$ cat src/rtl/bcd_serial_addsub.sv
// bcd_serial_addsub: digit-serial BCD adder/subtractor.
// One BCD digit per clock, least-significant digit first, through a single
// shared digit adder with decimal correction. Subtraction adds the nine's
// complement of B with a carry-in of 1 (ten's complement).
// Flags: ovf (add carry-out / subtract borrow), invalid (non-BCD digit seen
// at capture; result is then blanked to all 4'hF).
// Optional build macro SIGNED_MAG_EN: a subtract that borrows runs a second
// NEGATE pass (b - a) so the result is a magnitude with neg=1. When the
// macro is undefined, neg is tied to 0 and there is no NEGATE state.
module bcd_serial_addsub #(
    parameter int DIGITS = 4
) (
    input  logic                clk,
    input  logic                rst_n,
    input  logic                start,
    input  logic                op,
    input  logic [4*DIGITS-1:0] a,
    input  logic [4*DIGITS-1:0] b,
    output logic                busy,
    output logic                done,
    output logic [4*DIGITS-1:0] result,
    output logic                ovf,
    output logic                invalid,
    output logic                neg
);

    localparam int W     = 4 * DIGITS;
    localparam int IDX_W = (DIGITS > 1) ? $clog2(DIGITS) : 1;
    localparam logic [IDX_W-1:0] LAST_IDX = IDX_W'(DIGITS - 1);

`ifdef SIGNED_MAG_EN
    typedef enum logic [2:0] {
        S_IDLE   = 3'd0,
        S_RUN    = 3'd1,
        S_BLANK  = 3'd2,
        S_FIN    = 3'd3,
        S_NEGATE = 3'd4
    } state_t;
`else
    typedef enum logic [2:0] {
        S_IDLE   = 3'd0,
        S_RUN    = 3'd1,
        S_BLANK  = 3'd2,
        S_FIN    = 3'd3
    } state_t;
`endif

    // Nine's complement of one BCD digit.
    function automatic logic [3:0] nines_comp(input logic [3:0] d);
        return 4'd9 - d;
    endfunction

    // One decimal digit add: returns {carry_out, corrected_digit}.
    function automatic logic [4:0] bcd_digit_add(input logic [3:0] x,
                                                 input logic [3:0] y,
                                                 input logic       cin);
        logic [4:0] raw;
        raw = {1'b0, x} + {1'b0, y} + {4'b0000, cin};
        if (raw > 5'd9) begin
            return {1'b1, raw[3:0] + 4'd6};
        end else begin
            return {1'b0, raw[3:0]};
        end
    endfunction

    // True when any nibble of a packed BCD word is above 9.
    function automatic logic has_bad_digit(input logic [W-1:0] v);
        logic bad;
        bad = 1'b0;
        for (int i = 0; i < DIGITS; i++) begin
            if (v[4*i +: 4] > 4'd9) begin
                bad = 1'b1;
            end else begin
                bad = bad;
            end
        end
        return bad;
    endfunction

    state_t           state_r;
    state_t           state_n_s;
    logic [W-1:0]     a_r;
    logic [W-1:0]     b_r;
    logic             op_r;
    logic [IDX_W-1:0] idx_r;
    logic             carry_r;
    logic [W-1:0]     result_r;
    logic             ovf_r;
    logic             invalid_r;
    logic             busy_r;
    logic             done_r;
`ifdef SIGNED_MAG_EN
    logic             negated_r;
    logic             neg_r;
`endif

    logic             accept_s;
    logic             in_bad_s;
    logic             last_s;
    logic [3:0]       a_dig_s;
    logic [3:0]       b_dig_s;
    logic [3:0]       x_s;
    logic [3:0]       y_s;
    logic [4:0]       sum_s;

    // Operand digit selection and the shared decimal digit adder.
    always_comb begin
        in_bad_s = has_bad_digit(a) | has_bad_digit(b);
        last_s   = (idx_r == LAST_IDX);
        a_dig_s  = a_r[{idx_r, 2'b00} +: 4];
        b_dig_s  = b_r[{idx_r, 2'b00} +: 4];
        x_s      = a_dig_s;
        y_s      = b_dig_s;
`ifdef SIGNED_MAG_EN
        if (state_r == S_NEGATE) begin
            // Second pass computes b - a.
            x_s = b_dig_s;
            y_s = nines_comp(a_dig_s);
        end else if (op_r) begin
            y_s = nines_comp(b_dig_s);
        end else begin
            y_s = b_dig_s;
        end
`else
        if (op_r) begin
            y_s = nines_comp(b_dig_s);
        end else begin
            y_s = b_dig_s;
        end
`endif
        sum_s = bcd_digit_add(x_s, y_s, carry_r);
    end

    // Next-state logic and the accept strobe.
    always_comb begin
        state_n_s = state_r;
        accept_s  = 1'b0;
        case (state_r)
            S_IDLE: begin
                // A start coinciding with the done pulse is not accepted.
                if (start && !done_r) begin
                    accept_s = 1'b1;
                    if (in_bad_s) begin
                        state_n_s = S_BLANK;
                    end else begin
                        state_n_s = S_RUN;
                    end
                end else begin
                    state_n_s = S_IDLE;
                end
            end
            S_RUN: begin
                if (last_s) begin
`ifdef SIGNED_MAG_EN
                    if (op_r && !sum_s[4]) begin
                        state_n_s = S_NEGATE;
                    end else begin
                        state_n_s = S_FIN;
                    end
`else
                    state_n_s = S_FIN;
`endif
                end else begin
                    state_n_s = S_RUN;
                end
            end
`ifdef SIGNED_MAG_EN
            S_NEGATE: begin
                if (last_s) begin
                    state_n_s = S_FIN;
                end else begin
                    state_n_s = S_NEGATE;
                end
            end
`endif
            S_BLANK: state_n_s = S_FIN;
            S_FIN:   state_n_s = S_IDLE;
            default: state_n_s = S_IDLE;
        endcase
    end

    // State register.
    always_ff @(posedge clk or negedge rst_n) begin
        if (!rst_n) begin
            state_r <= S_IDLE;
        end else begin
            state_r <= state_n_s;
        end
    end

    // Handshake outputs: done pulses after FIN, busy spans accept..done.
    always_ff @(posedge clk or negedge rst_n) begin
        if (!rst_n) begin
            busy_r <= 1'b0;
            done_r <= 1'b0;
        end else begin
            done_r <= (state_r == S_FIN);
            if (accept_s) begin
                busy_r <= 1'b1;
            end else if (done_r) begin
                busy_r <= 1'b0;
            end else begin
                busy_r <= busy_r;
            end
        end
    end

    // Operand capture, digit datapath, result and flag registers.
    always_ff @(posedge clk or negedge rst_n) begin
        if (!rst_n) begin
            a_r       <= {W{1'b0}};
            b_r       <= {W{1'b0}};
            op_r      <= 1'b0;
            idx_r     <= {IDX_W{1'b0}};
            carry_r   <= 1'b0;
            result_r  <= {W{1'b0}};
            ovf_r     <= 1'b0;
            invalid_r <= 1'b0;
`ifdef SIGNED_MAG_EN
            negated_r <= 1'b0;
            neg_r     <= 1'b0;
`endif
        end else if (accept_s) begin
            a_r       <= a;
            b_r       <= b;
            op_r      <= op;
            idx_r     <= {IDX_W{1'b0}};
            // Ten's complement subtract starts with a carry-in of one.
            carry_r   <= op;
            ovf_r     <= 1'b0;
            invalid_r <= in_bad_s;
`ifdef SIGNED_MAG_EN
            negated_r <= 1'b0;
            neg_r     <= 1'b0;
`endif
        end else begin
            case (state_r)
                S_RUN: begin
                    result_r[{idx_r, 2'b00} +: 4] <= sum_s[3:0];
                    carry_r <= sum_s[4];
                    if (last_s) begin
                        idx_r <= {IDX_W{1'b0}};
`ifdef SIGNED_MAG_EN
                        if (state_n_s == S_NEGATE) begin
                            carry_r   <= 1'b1;
                            negated_r <= 1'b1;
                        end else begin
                            negated_r <= 1'b0;
                        end
`endif
                    end else begin
                        idx_r <= idx_r + 1'b1;
                    end
                end
`ifdef SIGNED_MAG_EN
                S_NEGATE: begin
                    result_r[{idx_r, 2'b00} +: 4] <= sum_s[3:0];
                    carry_r <= sum_s[4];
                    if (last_s) begin
                        idx_r <= {IDX_W{1'b0}};
                    end else begin
                        idx_r <= idx_r + 1'b1;
                    end
                end
`endif
                S_BLANK: begin
                    // Blank code for the display decoders.
                    result_r <= {DIGITS{4'hF}};
                end
                S_FIN: begin
                    if (!invalid_r) begin
`ifdef SIGNED_MAG_EN
                        if (negated_r) begin
                            ovf_r <= 1'b1;
                            neg_r <= 1'b1;
                        end else begin
                            ovf_r <= op_r ? ~carry_r : carry_r;
                            neg_r <= 1'b0;
                        end
`else
                        ovf_r <= op_r ? ~carry_r : carry_r;
`endif
                    end else begin
                        ovf_r <= 1'b0;
                    end
                end
                default: begin
                    idx_r <= idx_r;
                end
            endcase
        end
    end

    assign busy    = busy_r;
    assign done    = done_r;
    assign result  = result_r;
    assign ovf     = ovf_r;
    assign invalid = invalid_r;
`ifdef SIGNED_MAG_EN
    assign neg     = neg_r;
`else
    assign neg     = 1'b0;
`endif

endmodule

$ cat config.mk
export PLATFORM = sky130hd
export DESIGN_NAME = bcd_serial_addsub
export DESIGN_NICKNAME = d
export VERILOG_FILES = /design/src/rtl/bcd_serial_addsub.sv
export SDC_FILE = /design/constraint.sdc
export NUM_CORES = 1
export LEC_CHECK = 0
export ABC_AREA = 1
export BUFFER_PORTS_ARGS = -buffer_cell sky130_fd_sc_hd__buf_4
export CORE_MARGIN = 8
export CORE_UTILIZATION = 40
export DETAILED_ROUTE_END_ITERATION = 10
export HOLD_SLACK_MARGIN = 0.15
export PLACE_DENSITY = 0.63
export RECOVER_POWER = 100
export SLEW_MARGIN = 20
export SYNTH_ARGS = -nofsm -noshare
export SYNTH_HDL_FRONTEND = slang
export SYNTH_SLANG_ARGS = --single-unit
$ cat constraint.sdc
create_clock -name clk -period 7.8 [get_ports clk]
set_input_delay 1.17 -clock clk [delete_from_list [all_inputs] [get_ports clk]]
set_output_delay 1.17 -clock clk [all_outputs]
set_load 0.03 [all_outputs]
==> results.py <==
metrics = {
    "outcome": {
        "run_status": "complete, but fails checks",
        "violations": "max-capacitance violations, max-slew violations",
    },
    "logic_synthesis": {
        "ys_types": 38,
        "ys_async_sr_fraction_pct": 100,
        "synth_edf_count": 0,
        "yosysWarnings": 0,
        "ys_ff_latch": 58,
        "synth-main-ff-cell": "dfrtp_1",
        "syn-num-nets": 447,
        "synthCells": 396,
        "ys_seq_area_share_pct": 45.7,
        "syn_area_um2": 3170,
        "avgSynthCellArea_um2": 8.01,
    },
    "floorplan": {
        "die_h_um": 105,
        "io_pins": 57,
        "dieArea_um2": 11000,
        "core_um2": 7730,
        "initial_core_util_pct": 41.1,
        "rows": 32,
        "die_x_um": 105,
    },
    "setup_path": {
        "path_cells": "inv_1 > o21ai_0 > o22ai_1 > xor2_1 > fa_1 > inv_1 > fa_1 > inv_1 > ha_1 > nand2_1 > a21boi_0 > nand2_1 > nand2_1 > nand2_1 > nand4_1 > nor2_1 > nor2_1 > nor2_1",
        "reg2reg_to": "result[7]$_DFFE_PN0P_",
        "crit_buf_inv": 3,
        "path_max_fanout": 26,
        "rr_worst_depth": 18,
        "critPathKind": "reg -> reg",
        "required_ns": 8.08,
        "critPathArrivalTime_ns": 4.46,
        "end_kind": "flop",
        "worst_setup_path_start_kind": "flop",
        "r2r_setup_slack_ns": 3.62,
        "path_delay_family": "adder cells",
        "slowest_delay_ns": 0.85,
        "cp_common_cell": "nand2_1",
        "rr_startpoint": "idx_r[0]$_DFFE_PN0P_",
        "slowest_stage": "dfrtp_1",
    },
    "routing": {
        "vias": 2704,
        "via_per_inst": 4.86,
        "antenna_left": 0,
        "drt-initial-drc-count": 163,
        "drcViolationCount": 0,
        "dr.pass1.iters": 4,
        "routedWlPerCell_um": 13.2,
        "wl_um": 7360,
    },
    "final_layout": {
        "fin_util_pct": 48.3,
        "fin_nets": 500,
        "mostFrequentLayoutCells": "nand2_1 (106), inv_1 (60), dfrtp_1 (58)",
        "layout-drive-gt1-share_pct": 12.8,
        "n_antenna_cell": 0,
        "n_fill_cell": 803,
        "seq_area_um2": 1450,
        "final_common_cell": "nand2_1",
        "synthToLayoutAreaGrowth_pct": 17.7,
        "multi_input_area_um2": 1390,
    },
    "global_routing": {
        "grt_overflow": 0,
        "grt_pass1_wl_um": 12700,
        "grt_pass1_vias": 2796,
        "antenna_found_initial": 0,
        "grt_start_max_net_pins": 59,
        "grt_util_all_layers_pct": 14.0,
    },
    "cts": {
        "insertion_delay_ns": 0.35,
        "h-tree-depth": 3,
        "post_cts_resized": 0,
        "cts_root_buffer": "clkbuf_8",
        "cts_setup_buffers": 0,
        "cts_hold_buf": 0,
        "cts_made_buffers": 9,
        "cts_tree": "built",
        "cts_sinks": 58,
        "clk_pin_slew_ns": 0.07,
        "clockBufferDepth": 2,
    },
    "timing": {
        "fmax_mhz": 239,
        "period_minus_slack_ns": 4.18,
        "worst_pin_slew_ns": 3.05,
        "rsz0062_at_grt": "no",
        "finalSetupViolCount": 0,
        "hold_ws_ns": 0.452,
        "maxSlewViolCount": 59,
        "fin_skew_ns": 0.00891,
        "tns_ns": 0,
        "slew-limit-headroom_pct": -103,
        "finalHoldViolations": 0,
        "period_share_pct": 53.6,
    },
    "job": {
        "cap_violations": 1,
    },
    "worst_hold_path": {
        "min_from": "done$_DFF_PN0_",
        "hold_end": "busy$_DFFE_PN0P_",
        "holdPathStages": 1,
        "hp-class": "reg -> reg",
    },
    "place": {
        "gp_congestion": 0.841,
        "post-dp-hpwl_um": 5460,
        "io_buffer_count": 55,
    },
}
==> how the worst max path moves through the flow <==
stage,cells past startpoint,from,end
floorplan,22,idx_r[1]$_DFFE_PN0P_,result[15]$_DFFE_PN0P_
global placement,18,idx_r[0]$_DFFE_PN0P_,result[15]$_DFFE_PN0P_
detailed placement,18,idx_r[0]$_DFFE_PN0P_,result[7]$_DFFE_PN0P_
CTS,18,idx_r[0]$_DFFE_PN0P_,result[7]$_DFFE_PN0P_
global route,18,idx_r[0]$_DFFE_PN0P_,result[7]$_DFFE_PN0P_
finish,18,idx_r[0]$_DFFE_PN0P_,result[7]$_DFFE_PN0P_
==> worst reg2reg max path, cell delays in order (launching register included) <==
cell and delay, ns:
dfrtp_1 0.85, inv_1 0.54, o21ai_0 0.29, o22ai_1 0.11
xor2_1 0.16, fa_1 0.37, inv_1 0.11, fa_1 0.46
inv_1 0.11, ha_1 0.19, nand2_1 0.06, a21boi_0 0.12
nand2_1 0.11, nand2_1 0.12, nand2_1 0.12, nand4_1 0.12
nor2_1 0.14, nor2_1 0.05, nor2_1 0.08
==> registers in the layout (all words and copies together) (netlist names) <==
register	flops
a_r	16
b_r	16
busy	1
carry_r	1
done	1
idx_r	2
invalid	1
op_r	1
ovf	1
result	16
state_r	2
==> layout make-up <==
type | instances | share of cell area, %
sequential | 58 | 38.9
multi-input combinational | 263 | 37.3
timing repair buffer | 56 | 9.05
inverter | 61 | 6.13
clock buffer | 10 | 3.42
tap | 102 | 3.42
clock inverter | 6 | 1.81
==> stage by stage <==
stage / instances / worst slack [ns] / cell area, µm²
after CTS: 556 / 3.67 / 3850
after global routing: 556 / 3.26 / 3730
after floorplan: 396 / 4.70 / 3170
after detailed placement: 540 / 3.68 / 3650
after global placement: 540 / 3.91 / 3650
final: 556 / 3.62 / 3730
==> logic make-up (layout without fill, tap and decap cells) <==
kind of cell | Yosys count | after routing | synth area share [%]
and+or+nand+nor | 163 | 163 | 22.3
adders and majority gates | 15 | 15 | 6.39
xor gates and xnor gates | 2 | 2 | 0.552
AOI/OAI and AO/OA | 82 | 82 | 15.5
buffers and inverters | 75 | 133 | 9.42
DFF | 58 | 58 | 45.7
other | 1 | 1 | 0.118
==> synthesized netlist by cell type, types with 5 or more instances <==
library cell | count | area share [%]
nand4_1 | 6 | 1.2
ha_1 | 13 | 5.1
nand2_2 | 6 | 1.2
inv_1 | 59 | 7.0
clkbuf_1 | 6 | 0.71
a22oi_1 | 7 | 1.7
dfrtp_1 | 58 | 46
o21ai_0 | 37 | 5.8
nor2_1 | 25 | 3.0
buf_2 | 5 | 0.79
a21oi_1 | 19 | 3.0
nand2_1 | 100 | 12
nand3_1 | 13 | 2.1
==> routing by layer <==
metal  track usage (%)  part of all wire, %
met1              16.9                   48
met5                 0                    0
met2              22.0                   45
met4              6.73                  2.1
met3              4.61                  5.2
Power is not shown: default switching activity piles up to over one toggle a cycle in this logic, so the estimate is an artifact.
